File: config.mk
export PLATFORM = sky130hd
export DESIGN_NAME = keypad_scanner
export DESIGN_NICKNAME = d
export VERILOG_FILES = /design/src/rtl/keypad_pkg.sv /design/src/rtl/col_synchronizer.sv /design/src/rtl/keypad_scanner.sv
export SDC_FILE = /design/constraint.sdc
export NUM_CORES = 1
export LEC_CHECK = 0
export BUFFER_PORTS_ARGS = -buffer_cell sky130_fd_sc_hd__buf_2
export CORE_AREA = 5 5 70 56
export DETAILED_ROUTE_END_ITERATION = 7
export DIE_AREA = 0 0 75 61
export PLACE_DENSITY = 0.68
export SYNTH_ARGS = -nofsm -noshare
export SYNTH_HDL_FRONTEND = slang
export SYNTH_HIERARCHICAL = 1
export SYNTH_SLANG_ARGS = --single-unit
File: constraint.sdc
create_clock -name clk -period 1.7 [get_ports clk]
set_clock_uncertainty 0.05 [all_clocks]
set_input_delay 0.085 -clock clk [delete_from_list [all_inputs] [get_ports clk]]
set_output_delay 0.085 -clock clk [all_outputs]
set_load 0.03 [all_outputs]
File: src/rtl/keypad_pkg.sv
// Shared types and helpers for the keypad matrix scanner.
// Holds the scan FSM state encoding and the key-code mapping.
package keypad_pkg;

  typedef enum logic [1:0] {
    SCAN,
    PRESS_DB,
    HELD,
    RELEASE_DB
  } kp_state_e;

  function automatic int unsigned kp_code(
    input int unsigned row,
    input int unsigned col,
    input int unsigned ncols
  );
    return row * ncols + col;
  endfunction

endpackage

File: src/rtl/col_synchronizer.sv
// Two-flop synchroniser for the raw, active-low column lines.
// Resets to all ones so an idle keypad reads as "no key".
module col_synchronizer #(
  parameter int W = 4
) (
  input  logic         clk,
  input  logic         reset,
  input  logic [W-1:0] d,
  output logic [W-1:0] q
);

  logic [W-1:0] meta;

  always_ff @(posedge clk or negedge reset) begin
    if (!reset) begin
      meta <= '1;
      q    <= '1;
    end else begin
      meta <= d;
      q    <= meta;
    end
  end

endmodule

File: src/rtl/keypad_scanner.sv
// Row-scanning keypad matrix decoder with press/release debounce.
// Define KEYPAD_AUTOREPEAT_EN to re-strobe key_valid while a key is held.
module keypad_scanner
  import keypad_pkg::*;
#(
  parameter int ROWS            = 4,
  parameter int COLS            = 4,
  parameter int SCAN_DIV        = 4,
  parameter int DEBOUNCE_CYCLES = 8,
  parameter int REPEAT_CYCLES   = 32
) (
  input  logic                          clk,
  input  logic                          reset,
  input  logic [COLS-1:0]               cols,
  output logic [ROWS-1:0]               rows,
  output logic [$clog2(ROWS*COLS)-1:0]  key_code,
  output logic                          key_valid,
  output logic                          key_held
);

  localparam int RW = (ROWS > 1) ? $clog2(ROWS) : 1;
  localparam int CW = (COLS > 1) ? $clog2(COLS) : 1;
  localparam int KW = $clog2(ROWS*COLS);
  localparam int DW = $clog2(SCAN_DIV) + 1;
  localparam int BW = $clog2(DEBOUNCE_CYCLES) + 1;

  localparam logic [DW-1:0] DWELL_LAST = DW'(SCAN_DIV - 1);
  localparam logic [BW-1:0] DB_LAST    = BW'(DEBOUNCE_CYCLES - 1);
  localparam logic [RW-1:0] ROW_LAST   = RW'(ROWS - 1);

  if (ROWS < 2 || COLS < 2 || SCAN_DIV < 4 ||
      DEBOUNCE_CYCLES < 1 || REPEAT_CYCLES < 1) begin : g_bad_cfg
    $error("keypad_scanner: illegal parameter set");
  end

  kp_state_e       state_q, state_d;
  logic [RW-1:0]   row_q, row_d, row_next;
  logic [DW-1:0]   dwell_q, dwell_d;
  logic [BW-1:0]   db_q, db_d;
  logic [CW-1:0]   col_q, col_d, low_col;
  logic [KW-1:0]   code_d;
  logic            valid_d, held_d;
  logic [COLS-1:0] cols_s;
  logic            cap_bit;

`ifdef KEYPAD_AUTOREPEAT_EN
  localparam int PW = $clog2(REPEAT_CYCLES) + 1;
  localparam logic [PW-1:0] REP_LAST = PW'(REPEAT_CYCLES - 1);
  logic [PW-1:0] rep_q, rep_d;
`endif

  col_synchronizer #(
    .W (COLS)
  ) u_sync (
    .clk   (clk),
    .reset (reset),
    .d     (cols),
    .q     (cols_s)
  );

  assign row_next = (row_q == ROW_LAST) ? '0 : row_q + RW'(1);
  assign cap_bit  = cols_s[col_q];
  assign rows     = ~(ROWS'(1) << row_q);

  // Lowest-index closed column wins when several are low.
  always_comb begin
    low_col = '0;
    for (int c = COLS - 1; c >= 0; c--) begin
      if (!cols_s[c]) low_col = CW'(c);
    end
  end

  always_comb begin
    state_d = state_q;
    row_d   = row_q;
    dwell_d = dwell_q;
    db_d    = db_q;
    col_d   = col_q;
    code_d  = key_code;
    valid_d = 1'b0;
    held_d  = key_held;
`ifdef KEYPAD_AUTOREPEAT_EN
    rep_d   = '0;
`endif
    unique case (state_q)
      SCAN: begin
        if (dwell_q == DWELL_LAST) begin
          dwell_d = '0;
          if (&cols_s) begin
            row_d = row_next;
          end else begin
            col_d   = low_col;
            db_d    = '0;
            state_d = PRESS_DB;
          end
        end else begin
          dwell_d = dwell_q + DW'(1);
        end
      end
      PRESS_DB: begin
        if (cap_bit) begin
          db_d    = '0;
          dwell_d = '0;
          row_d   = row_next;
          state_d = SCAN;
        end else if (db_q == DB_LAST) begin
          db_d    = '0;
          code_d  = KW'(kp_code(32'(row_q), 32'(col_q), COLS));
          valid_d = 1'b1;
          held_d  = 1'b1;
          state_d = HELD;
        end else begin
          db_d = db_q + BW'(1);
        end
      end
      HELD: begin
        if (cap_bit) begin
          db_d    = '0;
          state_d = RELEASE_DB;
`ifdef KEYPAD_AUTOREPEAT_EN
        end else if (rep_q == REP_LAST) begin
          valid_d = 1'b1;
        end else begin
          rep_d = rep_q + PW'(1);
`endif
        end
      end
      RELEASE_DB: begin
        if (!cap_bit) begin
          db_d    = '0;
          state_d = HELD;
        end else if (db_q == DB_LAST) begin
          db_d    = '0;
          held_d  = 1'b0;
          dwell_d = '0;
          row_d   = row_next;
          state_d = SCAN;
        end else begin
          db_d = db_q + BW'(1);
        end
      end
      default: state_d = SCAN;
    endcase
  end

  always_ff @(posedge clk or negedge reset) begin
    if (!reset) begin
      state_q   <= SCAN;
      row_q     <= '0;
      dwell_q   <= '0;
      db_q      <= '0;
      col_q     <= '0;
      key_code  <= '0;
      key_valid <= 1'b0;
      key_held  <= 1'b0;
    end else begin
      state_q   <= state_d;
      row_q     <= row_d;
      dwell_q   <= dwell_d;
      db_q      <= db_d;
      col_q     <= col_d;
      key_code  <= code_d;
      key_valid <= valid_d;
      key_held  <= held_d;
    end
  end

`ifdef KEYPAD_AUTOREPEAT_EN
  always_ff @(posedge clk or negedge reset) begin
    if (!reset) rep_q <= '0;
    else        rep_q <= rep_d;
  end
`endif

endmodule

Yosys cells after proc, flatten, opt, wreduce, memory -nomap -nowiden
Index checks and enable logic that the tools add are counted.
W data, S select, Z words.

word-level totals
  bits in registers = 27
  bits of input ports = 6

operators by class
  add/subtract/negate cells = 4
  order comparisons = 1
  equality and inequality tests = 17
  shift operators = 1
  muxes and demuxes = 41
  bitwise gates (word level) = 3
  reductions and logical operators = 11

operators with widths
  cell                   number
  $mux W2                17
  $mux W4                6
  $ne A2 B2 Y1 const B   9
  $pmux W4 S4            1
  $mux W3                4
  $reduce_and A5 Y1      2
  $pmux W3 S3            1
  $reduce_and A3 Y1      3
  $mux W1                8
  $pmux W2 S4            1
  $reduce_and A4 Y1      2
  $eq A2 B2 Y1 const B   3
  $ne A3 B3 Y1 const B   2
  $pmux W2 S3            1
  $reduce_and A6 Y1      1
  $add A4 B1 Y4 const B  1
  $add A4 B2 Y4          1
  $eq A4 B3 Y1 const B   1
  $not A4 Y4             1
  $shl A1 B2 Y4 const A  1
  $add A3 B1 Y3 const B  1
  $eq A3 B2 Y1 const B   1
  $lt A2 B3 Y1 const B   1
  $reduce_bool A3 Y1     1
  other kinds (7)        8

Depth between registers and ports, before layout
  depth after elaboration = 5
  depth in mapped cells = 5
  gate-level depth less buffers = 5

Cells and area by module
Netlist, hierarchy kept.

by module, submodules not included
  module            times used  cells an instance  area an instance (um^2)  sequential area each (um^2)
  keypad_scanner    1           88                 1013.5                   475.5
  col_synchronizer  1           8                  210.2                    210.2

Least setup slack after synthesis
No wires, ideal clock.

  path type = register to register
  start = reg col_q[0]
  end = reg key_code[0]
  setup time = 0.125 ns
  data arrival time = 1.651 ns
  data required time = 1.525 ns
  path slack = -0.126 ns
  stages on the path, launching flop included = 4
  path buffers = 0
  period minus slack after synthesis = 1.826 ns
  cells stage by stage = dfrtp_1 -> mux4_2 -> nor3_4 -> mux2_2

on the way
  longest elaborated chain between the ends = 4
  elaborated cells on any way between the ends = 5
  those cells by class = add/sub (1); mux (2); bitwise (1); reduce/logical (1)

ends and longest elaborated chain
  what                                RTL line               text
  start, declared                     keypad_scanner.sv:40   logic [CW-1:0] col_q, col_d, low_col;
  start signal, assigned              keypad_scanner.sv:161  col_q <= col_d;
  $bmux W1 S2                         keypad_scanner.sv:62   assign cap_bit = cols_s[col_q];
  $mux W1 (implied by the code)       keypad_scanner.sv:62
  $not A1 Y1 (no source line)         -
  $reduce_and A3 Y1 (no source line)  -
  end signal, assigned                keypad_scanner.sv:162  key_code <= code_d;
  end, declared                       keypad_scanner.sv:16   output logic [$clog2(ROWS*COLS)-1:0] key_code,

Several ways; a longest one is shown, not always the timed one. The select of a mux whose other input is x is not followed.
A chain may end at the register's enable or synchronous reset.

Worst setup path after layout
  start = reg col_q[0]
  end = reg key_code[3]

The elaborated chain is that of the path after synthesis.

==> impl_metrics.env <==
export IMPL_crit_type="flip-flop to flip-flop"
export IMPL_cts_tree="done"
export IMPL_fmax_ghz=0.538
export IMPL_hp_class="input pin to async pin"
export IMPL_fillers=258
export IMPL_synth_area_mm2=0.00122
export IMPL_met2_usage_pct=18.7
export IMPL_cellPowerDensity_mw_per_mm2=1390
export IMPL_htree_levels=1
export IMPL_setup_ws_ns=-0.160
export IMPL_wl_per_cell_um=13.4
export IMPL_leakagePower_nw=0.771
export IMPL_fin_cells=176
export IMPL_ys_ff_latch=27
export IMPL_yosys_warnings=6
export IMPL_worstReg2RegEnd="key_code[3]$_DFFE_PN0P_"
export IMPL_vias=852
export IMPL_synth_flop_cell="dfrtp_1"
export IMPL_synth_area_leaders="dfrtp_1 39%, dfstp_2 17%, ha_1 6.1%"
export IMPL_setup_viol=12
export IMPL_firstDrtPassIters=4
export IMPL_synth_edf_count=0
export IMPL_synth_largest_area_cell="dfrtp_1"
export IMPL_relSlewSlack_pct=61.9
export IMPL_grt_max_degree=28
export IMPL_critPathSlowestCell="mux4_2"
export IMPL_finalNetCount=149
export IMPL_regArea_um2=686
export IMPL_drive_above_1_share_pct=43.4
export IMPL_grt_use_met1_pct=14.7
export IMPL_hpwl_mm=1.60
export IMPL_grtUsageTotal_pct=11.6
export IMPL_cts_buffers=3
export IMPL_postLayoutCellArea_mm2=0.00166
export IMPL_place_area_mm2=0.00143
export IMPL_drc=0
export IMPL_worstRegToRegCells=5
export IMPL_ys_types=30
export IMPL_cpPeakStageDelay_ns=0.56
export IMPL_postSynth_asyncResetShare_pct=100
export IMPL_overflow=0
export IMPL_worst_pin_slew_ns=0.571
export IMPL_critPathArrivalTime_ns=1.97
export IMPL_yosysSeqAreaShare_pct=56.0
export IMPL_rsz0062_at_grt="yes"
export IMPL_worstSkewPairLatency_ns=0.27
export IMPL_yosys_top_cells_count="19 x dfrtp_1, 9 x inv_1, 8 x dfstp_2, 7 x nand2_1"
export IMPL_r2r_slack_ns=-0.16
export IMPL_placementRows=18
export IMPL_grt_pass1_wl_mm=4.08
export IMPL_fin_crit_ns=1.86
export IMPL_yosysMostFrequentCell="dfrtp_1"
export IMPL_reg2reg_from="col_q[0]$_DFFE_PN0P_"
export IMPL_path_buf_inv=2
export IMPL_crit_fanout=5
export IMPL_avgViaCountPerCell=4.84
export IMPL_cts_path_max_buffers=2
export IMPL_peakVddDrop_uv=718
export IMPL_cp_start_kind="flip-flop"
export IMPL_timing_final_crit_share_pct=109
export IMPL_crit_path_end_kind="flip-flop"
export IMPL_avgSynthCellArea_um2=12.7
export IMPL_antenna_left=0
export IMPL_hold_viol=0
export IMPL_place_ws_ns=-0.141
export IMPL_antennaDiodeCount=0
export IMPL_root_buffer="clkbuf_8"
export IMPL_fp_dieArea_mm2=0.00458
export IMPL_busiest_layer="met2"
export IMPL_met3_usage_pct=3.64
export IMPL_crit_family="multiplexers"
export IMPL_post_place_cells=161
export IMPL_routed_wl_mm=2.35
export IMPL_status="finished, violations left"
export IMPL_core_area_mm2=0.00318
export IMPL_multiInputGateArea_um2=544
export IMPL_antenna_found_initial=0
export IMPL_crit_chain="mux4_2, buf_4, nor3_4, buf_12, mux2_4"
export IMPL_violations="setup timing"
export IMPL_drt_initial_drc_count=34
export IMPL_clock_sinks=27
export IMPL_syn_nets=108
export IMPL_die_h_um=61
export IMPL_drv_slew=0
export IMPL_start_util_pct=38.5
export IMPL_area_delta_synth_final_pct=35.3
export IMPL_first_global_vias=925
export IMPL_max_cap_violations=0
export IMPL_clk_pin_slew_worst_paths_ns=0.09
export IMPL_io_buffers=15
export IMPL_synthCells=96
export IMPL_place_gp_congestion=0.769
export IMPL_fp_dieW_um=75
export IMPL_synth_top_cell_area_share_pct=38.9
export IMPL_critPathRequiredTime_ns=1.81
export IMPL_ioPinCount=16
## cell families after synthesis
| family | synth area share, % |
|---|---|
| xor+xnor | 2.25 |
| simple gates | 10.7 |
| flops | 56.0 |
| buf+inv | 3.58 |
| compound gates | 12.3 |
| fa+ha+maj | 6.13 |
| mux | 9.00 |
## state kept, by name, indices dropped and copies added (netlist names), named ones only
signal / count
key_held: 1
key_valid: 1
db_q: 4
u_sync/meta: 4
state_q: 1
dwell_q: 3
col_q: 2
row_q: 2
u_sync/q: 4
key_code: 4
## worst max-delay path by stage
stage	startpoint	endpoint	slack, ns	cells past startpoint
2_1_floorplan	col_q[0]$_DFFE_PN0P_	key_code[0]$_DFFE_PN0P_	-0.08	3
3_3_place_gp	col_q[0]$_DFFE_PN0P_	key_code[0]$_DFFE_PN0P_	-0.08	3
3_5_place_dp	col_q[0]$_DFFE_PN0P_	key_code[1]$_DFFE_PN0P_	-0.14	3
4_1_cts	col_q[0]$_DFFE_PN0P_	db_q[2]$_DFFE_PN0P_	-0.12	5
5_1_grt	col_q[0]$_DFFE_PN0P_	key_code[2]$_DFFE_PN0P_	-0.22	5
6_report	col_q[0]$_DFFE_PN0P_	key_code[3]$_DFFE_PN0P_	-0.16	5
## area by class of cell
cell class                      instances  area share, %
Clock inverter                          1          0.454
Sequential cell                        27           41.4
Clock buffer                            3           2.49
Tap cell                               40           3.02
Inverter                                9           2.04
Timing Repair Buffer                   38           17.7
Multi-Input combinational cell         58           32.9
## routing by layer
layer,up-vias,wire length (um)
met2,18,1140
li1,421,-
met1,407,1070
met3,6,99
met4,0,40
met5,-,0
## through the flow
stage               setup TNS (ns)  hold slack (ns)  power (mW)  utilization, %
floorplan                   -0.336           -0.261        1.48               -
global placement            -0.392           0.0559        1.72            45.0
detailed placement          -0.801           0.0670        1.76            45.0
CTS                         -0.851            0.290        2.23            49.7
global route                 -2.15            0.320        2.47            52.1
finish                       -1.20            0.275        2.29            52.1
## worst reg2reg max path, stage by stage, from the launching register on
cell	delay (ns)
dfrtp_1	0.38
mux4_2	0.56
buf_4	0.17
nor3_4	0.15
buf_12	0.15
mux2_4	0.29
## repair_timing
item	CTS	global route
setup buffers	3	3
cloned	0	0
hold endpoints to repair	23	0
hold buffers	5	0
resized for setup	4	9
pin swaps	5	5
endpoints found under the setup margin	11	16
## cells in the final DEF (no fill, tap or decap), drive strengths merged, types with 2 or more instances in the layout
master	instances
dfrtp	19
dlygate4sd3	5
nand3	4
dfstp	8
a21oi	5
buf	33
o21ai	3
mux2i	2
clkbuf	3
ha	6
nand4	2
a32o	2
nand2	7
inv	9
nor2	4
nor3	2
mux2	6
nand2b	2
## where the power goes
| group | internal (mW) | leakage (nW) | switching (mW) |
|---|---|---|---|
| clock | 0.166 | 0.0217 | 0.190 |
| sequential | 0.769 | 0.337 | 0.124 |
| combinational | 0.502 | 0.412 | 0.542 |
| total | 1.44 | 0.771 | 0.856 |
(Power assumes the default switching activity.)
